--- config.mk ---
export PLATFORM = sky130hd
export DESIGN_NAME = instr_fetch
export DESIGN_NICKNAME = d
export VERILOG_FILES = /design/src/rtl/instr_fetch.sv
export SDC_FILE = /design/constraint.sdc
export NUM_CORES = 1
export LEC_CHECK = 0
export ABC_AREA = 1
export BUFFER_PORTS_ARGS = -buffer_cell sky130_fd_sc_hd__buf_4
export CORE_ASPECT_RATIO = 1.75
export CORE_MARGIN = 2
export CORE_UTILIZATION = 56
export DETAILED_ROUTE_END_ITERATION = 8
export GPL_TIMING_DRIVEN = 0
export PLACE_DENSITY = 0.91
export SLEW_MARGIN = 5
export SYNTH_ARGS = -nofsm -noshare
export SYNTH_HDL_FRONTEND = slang
export SYNTH_SLANG_ARGS = --single-unit
--- constraint.sdc ---
create_clock -name Clock -period 1.9 [get_ports Clock]
set_input_delay 0.285 -clock Clock [delete_from_list [all_inputs] [get_ports Clock]]
set_output_delay 0.285 -clock Clock [all_outputs]
set_load 0.005 [all_outputs]
--- src/rtl/instr_fetch.sv ---
// Instruction fetch sequencer for the multicycle core.
// Walks a program counter through a synchronous program ROM. Each instruction
// word (and, for mvi, its trailing immediate word) is handed to the core on DIN
// with Run high, and the next fetch waits for the core's Done.
//
// Handshake: Run is a registered enable that is high only while the current
// word(s) are being executed. The core completes by pulsing Done, which is
// sampled on a rising edge only while Run is high. Done at any other time is
// ignored. Start is a level request that is sampled only in IDLE and HALT.
//
// A supervision counter limits how long an instruction may run without Done.
// Reaching the limit parks the block in ERROR until reset.
module instr_fetch #(
   parameter int               ADDR_W   = 8,
   parameter logic [ADDR_W-1:0] RESET_PC = '0,
   parameter logic [3:0]       HALT_OP  = 4'hF,
   parameter logic [3:0]       MVI_OP   = 4'h1,
   parameter int               TIMEOUT  = 16
) (
   input  logic              Clock,
   input  logic              Resetn,
   input  logic              Start,
   output logic [ADDR_W-1:0] rom_addr,
   input  logic [15:0]       rom_data,
   output logic [15:0]       DIN,
   output logic              Run,
   input  logic              Done,
   output logic [ADDR_W-1:0] pc,
   output logic              Halted,
   output logic              Error,
   output logic [2:0]        state_o
);

   localparam int CNT_W = $clog2(TIMEOUT + 1);
   localparam logic [CNT_W-1:0] TIMEOUT_C = CNT_W'(TIMEOUT);

   typedef enum logic [2:0] {
      S_IDLE      = 3'd0,
      S_FETCH     = 3'd1,
      S_LATCH     = 3'd2,
      S_FETCH_IMM = 3'd3,
      S_LATCH_IMM = 3'd4,
      S_EXEC      = 3'd5,
      S_HALT      = 3'd6,
      S_ERROR     = 3'd7
   } state_e;

   state_e            state_q, state_d;
   logic [ADDR_W-1:0] pc_q, pc_d;
   logic [ADDR_W-1:0] rom_addr_q, rom_addr_d;
   logic [15:0]       instr_q, instr_d;
   logic [15:0]       imm_q, imm_d;
   logic [15:0]       din_q, din_d;
   logic [CNT_W-1:0]  cnt_q, cnt_d;
   logic              run_q, run_d;
   logic              halted_q, halted_d;
   logic              error_q, error_d;

   logic [CNT_W-1:0]  cnt_inc;
   logic              instr_is_mvi;

   assign cnt_inc      = cnt_q + 1'b1;
   assign instr_is_mvi = (instr_q[3:0] == MVI_OP);

   // Next-state, datapath updates and registered output values.
   always_comb begin
      state_d    = state_q;
      pc_d       = pc_q;
      rom_addr_d = rom_addr_q;
      instr_d    = instr_q;
      imm_d      = imm_q;
      din_d      = din_q;
      cnt_d      = cnt_q;

      case (state_q)
         S_IDLE: begin
            if (Start) state_d = S_FETCH;
         end
         S_FETCH: begin
            rom_addr_d = pc_q;
            state_d    = S_LATCH;
         end
         S_LATCH: begin
            instr_d = rom_data;
            pc_d    = pc_q + 1'b1;
            if (rom_data[3:0] == HALT_OP) begin
               // DIN keeps showing the halt word while parked.
               din_d   = rom_data;
               state_d = S_HALT;
            end else if (rom_data[3:0] == MVI_OP) begin
               state_d = S_FETCH_IMM;
            end else begin
               din_d   = rom_data;
               state_d = S_EXEC;
            end
         end
         S_FETCH_IMM: begin
            rom_addr_d = pc_q;
            state_d    = S_LATCH_IMM;
         end
         S_LATCH_IMM: begin
            imm_d   = rom_data;
            pc_d    = pc_q + 1'b1;
            // The core captures the mvi word first; the immediate follows.
            din_d   = instr_q;
            state_d = S_EXEC;
         end
         S_EXEC: begin
            if (Done) begin
               // Done beats a simultaneous timeout.
               cnt_d   = '0;
               state_d = S_FETCH;
            end else begin
               cnt_d = cnt_inc;
               din_d = instr_is_mvi ? imm_q : instr_q;
               if (cnt_inc == TIMEOUT_C) state_d = S_ERROR;
            end
         end
         S_HALT: begin
            if (Start) state_d = S_FETCH;
         end
         S_ERROR: begin
            state_d = S_ERROR;
         end
         default: begin
            state_d = S_IDLE;
         end
      endcase

      run_d    = (state_d == S_EXEC);
      halted_d = (state_d == S_HALT);
      error_d  = error_q | (state_d == S_ERROR);
   end

   // State and datapath registers; reset clears everything asynchronously.
   always_ff @(posedge Clock or negedge Resetn) begin
      if (!Resetn) begin
         state_q    <= S_IDLE;
         pc_q       <= RESET_PC;
         rom_addr_q <= RESET_PC;
         instr_q    <= '0;
         imm_q      <= '0;
         din_q      <= '0;
         cnt_q      <= '0;
         run_q      <= 1'b0;
         halted_q   <= 1'b0;
         error_q    <= 1'b0;
      end else begin
         state_q    <= state_d;
         pc_q       <= pc_d;
         rom_addr_q <= rom_addr_d;
         instr_q    <= instr_d;
         imm_q      <= imm_d;
         din_q      <= din_d;
         cnt_q      <= cnt_d;
         run_q      <= run_d;
         halted_q   <= halted_d;
         error_q    <= error_d;
      end
   end

   assign rom_addr = rom_addr_q;
   assign DIN      = din_q;
   assign Run      = run_q;
   assign pc       = pc_q;
   assign Halted   = halted_q;
   assign Error    = error_q;
   assign state_o  = state_q;

endmodule
Word-level counts from Yosys, hierarchy flattened
Index checks and enable logic that the tools add are counted.
{"block": "classes", "n_eq_ne": 16, "bitwise": 1, "n_reduce_logical": 6, "muxes": 12, "add_sub_neg": 2}
{"operator": "16-bit two-way mux", "n": 4}
{"operator": "16-bit case mux with 3 select lines", "n": 1}
{"operator": "3-bit equality test (second input constant)", "n": 7}
{"operator": "3-bit case mux with 7 select lines", "n": 1}
{"operator": "3-bit two-way mux", "n": 5}
{"operator": "8-bit by 1-bit adder with 8-bit output (second input constant)", "n": 1}
{"operator": "4-bit by 1-bit equality test with 1-bit output (second input constant)", "n": 2}
{"operator": "3-bit by 2-bit equality test with 1-bit output (second input constant)", "n": 2}
{"operator": "2-bit OR reduction", "n": 3}
{"operator": "5-bit by 1-bit adder with 5-bit output (second input constant)", "n": 1}
{"operator": "5-bit equality test (second input constant)", "n": 1}
{"operator": "5-bit two-way mux", "n": 1}
{"operator": "4-bit equality test (second input constant)", "n": 1}
{"operator": "3-bit by 1-bit equality test with 1-bit output (second input constant)", "n": 1}
{"operator": "3-bit logical NOT", "n": 1}
{"operator": "3-bit inequality test (second input constant)", "n": 1}
{"operator": "3-bit AND reduction", "n": 1}
{"operator": "3-bit nonzero test", "n": 1}
{"operator": "2-bit inequality test (second input constant)", "n": 1}
{"operator": "1-bit bitwise OR", "n": 1}
{"block": "totals", "elab_cells": 47, "inputBits": 20, "reg_bits": 75}

Logic depth before layout (Yosys ltp)
{"block": "logic_depth", "depth_word": 7, "ltp_mapped": 10, "mapped_depth_nobuf": 10}

Least setup slack after synthesis
OpenSTA, ideal clock, no wires.
{"block": "synth_path", "path_type": "reg-to-reg", "startpoint": "reg state_q[0], in the netlist state_o[0]", "endpoint": "reg din_q[0], in the netlist DIN[0]", "arrival_ns": 1.428, "setup_slack_ns": 0.355, "t_required_ns": 1.784, "synth_period_minus_slack_ns": 1.545, "setup_time_ns": 0.116, "stages_incl_launch_ff": 11, "path_cell_list": "dfrtp_1 buf_2 inv_2 nand3_4 inv_2 nand2_1 a21boi_4 inv_2 buf_6 nand2_1 nand2_1"}
{"block": "synth_via", "elab_chain_len": 3}
{"item": "start, declared", "line": "48", "text": "state_e state_q, state_d;"}
{"item": "start signal, assigned", "line": "149", "text": "state_q <= state_d;"}
{"item": "3-bit by 2-bit equality test with 1-bit output / 3-bit equality test (equally long branches)", "line": "75", "text": "case (state_q)"}
{"item": "3-bit inequality test (no source line) (tied with other cells)"}
{"item": "3-bit AND reduction (no source line)"}
{"item": "end signal, assigned", "line": "154", "text": "din_q <= din_d;"}
{"item": "end, declared", "line": "53", "text": "logic [15:0] din_q, din_d;"}
Several ways; a longest one is shown, not always the timed one.
A chain may end at the register's enable or synchronous reset.

Worst setup path after layout
{"block": "layout_path", "startpoint": "reg state_q[0], in the netlist state_o[0]", "endpoint": "reg pc_q[7], in the netlist pc[7]"}
{"block": "layout_via", "elab_chain_len": 2}
{"item": "3-bit by 2-bit equality test with 1-bit output / 3-bit equality test (equally long branches)", "line": "75"}
{"item": "2-bit OR reduction (no source line) *"}
{"item": "end signal, assigned", "line": "150", "text": "pc_q <= pc_d;"}
{"item": "end, declared", "line": "49", "text": "logic [ADDR_W-1:0] pc_q, pc_d;"}
Every way passes the cells marked *; elsewhere a longest branch is shown, timed or not.

==> impl_metrics.csv <==
group,metric,value,unit
run_status,outcome,"finished clean",
yosys,synthAdderAreaFrac,0.736,%
detailed_routing,drtPass1Iterations,4,
placed_design,place.detailed.hpwl,5690,um
worst_setup_path,critPathMaxFanout,9,
layout,area_growth,20.8,%
worst_setup_path,worstSetupStartpointType,"flip-flop",
clock_network,path_clk_slew,0.07,ns
sta,fin_skew,0.00748,ns
yosys,synthesis.area,0.00340,mm2
power_and_ir_drop,fin_total_pwr,2.79,mW
floorplanning,die_w,62.9,um
clock_network,cts_buffers,9,
sta,rsz0062_at_grt,"no",
sta,relSlewSlack,39.0,%
clock_network,root_buffer,"clkbuf_8",
sta,worst_pin_slew,0.915,ns
floorplanning,start_util,57.8,%
yosys,synth.distinct_cells,32,
worst_setup_path,path_class,"flip-flop to flip-flop",
placed_design,io_buffers,57,
layout,n_antenna_cell,0,
worst_setup_path,cp-end-kind,"flip-flop",
yosys,synthSimpleGateAreaFrac,23.4,%
layout,fin_nets,485,
yosys,synth_compound_area_share,11.4,%
power_and_ir_drop,ir_drop,0.431,mV
flow_run,drv_cap,0,
placed_design,dpl-instance-area,0.00393,mm2
global_routing,grt_max_degree,76,
yosys,ys_ff_latch,75,
yosys,syn_inst,394,
yosys,synth_mux_area_share,0.994,%
power_and_ir_drop,power_density,679,mW/mm2
placed_design,gp_congestion,0.916,
detailed_routing,vias,2965,
yosys,synth_edf_count,0,
sta,period_needed,1.77,ns
clock_network,h-tree-depth,3,
yosys,synth_top_flop_cell,"dfrtp_1",
clock_network,post-cts-setup-buffer-count,0,
detailed_routing,drtAntennaViolNets,0,
worst_setup_path,reg2reg_depth,9,
clock_network,cts.sinks,75,
placed_design,place_ws,0.102,ns
power_and_ir_drop,leakagePower,2.08,nW
detailed_routing,drcViolationCount,0,
sta,postLayoutSetupSlackWorst,0.128,ns
yosys,ys_async_sr_fraction,100,%
floorplanning,die_h,107,um
floorplanning,num_rows,37,
clock_network,cts_tree,"built",
global_routing,grt_usage,25.1,%
sta,hold_viol,0,
clock_network,clock_path_buffers,2,
yosys,yosysTopAreaCell,"dfrtp_1",
sta,slew_violations,0,
placed_design,place_inst,529,
detailed_routing,drtIter0Drc,201,
yosys,yosysSeqAreaShare,55.2,%
clock_network,hold_buffers,0,
floorplanning,die_area,0.00673,mm2
yosys,synth_top_area_share,55.2,%
yosys,mappedNetlistNets,416,
detailed_routing,vias_per_cell,5.43,
yosys,yosys_warnings,0,
yosys,synth_xor_area_share,1.55,%
min_path,hp-class,"input pin to asynchronous set/reset pin",
yosys,syn_avg_cell_area,8.63,um2
global_routing,grt_pass1_vias,2943,
layout,fin_area,0.00411,mm2
clock_network,clk_latency,0.35,ns
yosys,yosys-top-cells-area,"dfrtp_1 (55%), nand2_1 (14%), o21ai_0 (5.6%), inv_1 (3.5%), nand3_1 (3.4%)",
sta,fin_crit_sh,93.3,%
global_routing,gr-total-overflow,0,
worst_setup_path,arrival,2.01,ns
layout,drive_gt1_share,20.9,%
layout,final_cell_count_no_fill,546,
worst_setup_path,crit_required,2.14,ns
global_routing,grt_first_pass_wirelength,13000,um
sta,fmax,564,MHz
global_routing,antenna_found_initial,0,
floorplanning,core_area,0.00588,mm2
detailed_routing,post_drt_wl_per_cell,14.2,um
sta,finalSetupViolCount,0,
detailed_routing,wl,7770,um
floorplanning,num_io_pins,58,
yosys,synth_top_family_by_area,"simple AND/OR/NAND/NOR gates",
sta,timing.setup.tns,0,ns
clock_network,cts_resized,0,
layout make-up:
class	count	area, um2
Multi-Input combinational cell	263	1290
Sequential cell	75	1880
Timing Repair Buffer	58	435
Fill cell	490	1770
Tap cell	78	97.6
Clock buffer	14	163
Inverter	41	154
Clock inverter	2	10.0
Buffer	15	73.8
power breakdown:
group	switching [mW]	internal, mW	total [mW]
logic	0.0587	0.0372	0.0958
clock network	0.553	0.543	1.10
registers	0	1.60	1.60
registers in the layout (all words and copies together) (netlist names), 3 cells and up:
register  flops
imm_q        16
cnt_q         5
DIN          16
pc            8
rom_addr      8
state_o       3
instr_q      16
kinds of logic after synthesis:
group | Yosys count
fa+ha+maj | 2
flops | 75
compound gates | 66
simple gates | 186
buf+inv | 56
mux | 3
xor+xnor | 6
synthesized netlist by cell type, types with 6 or more instances:
cell type,number
o21ai_0,38
inv_2,9
nor2_1,15
a21oi_1,8
clkbuf_1,6
nand3_1,23
o211ai_1,13
dfrtp_1,75
nand2_1,131
inv_1,32
nand4_1,7
critical path, stage by stage, from the launching register on:
cell and delay [ns]:
dfrtp_1 0.38, buf_2 0.19, inv_2 0.12, nand3_2 0.17, nand2_2 0.21, nand2_1 0.12, nor3_2 0.23, nand3_1 0.11
nand2_1 0.07, nand2_1 0.05
per-layer routing:
metal / routed length (um) / track usage (%)
met4: 252 / 13.5
met3: 437 / 5.25
met2: 4160 / 44.4
met1: 2910 / 27.8
met5: 0 / 0
cells in the final DEF, fill, tap and decap left out, types with 7 or more instances in the layout:
cell type / n
nor2_1: 15
clkbuf_1: 9
dfrtp_1: 75
buf_4: 59
nand4_1: 7
inv_1: 32
o211ai_1: 13
nand3_1: 23
clkbuf_8: 11
a21oi_1: 8
nand2_1: 131
o21ai_0: 38
inv_2: 9
stage by stage:
step | hold slack (ns) | util, %
5_1_grt | 0.139 | 69.8
6_report | 0.0652 | 69.8
3_5_place_dp | 0.469 | 66.8
3_3_place_gp | 0.455 | 66.8
2_1_floorplan | -0.0106 | -
4_1_cts | 0.0964 | 69.7
worst paths after layout:
kind	endpoint	start	slack, ns
setup reg to reg	pc[7]	state_o[0]	0.13
max in group asynchronous	instr_q[14]	Resetn	1.25
setup / recovery	pc[7]	state_o[0]	0.13
hold reg to reg	DIN[8]	DIN[8]	0.48
min in group Clock	imm_q[6]	rom_data[6]	0.22
hold / removal	pc[2]	Resetn	0.07
Power figures use the tool's default switching activity.
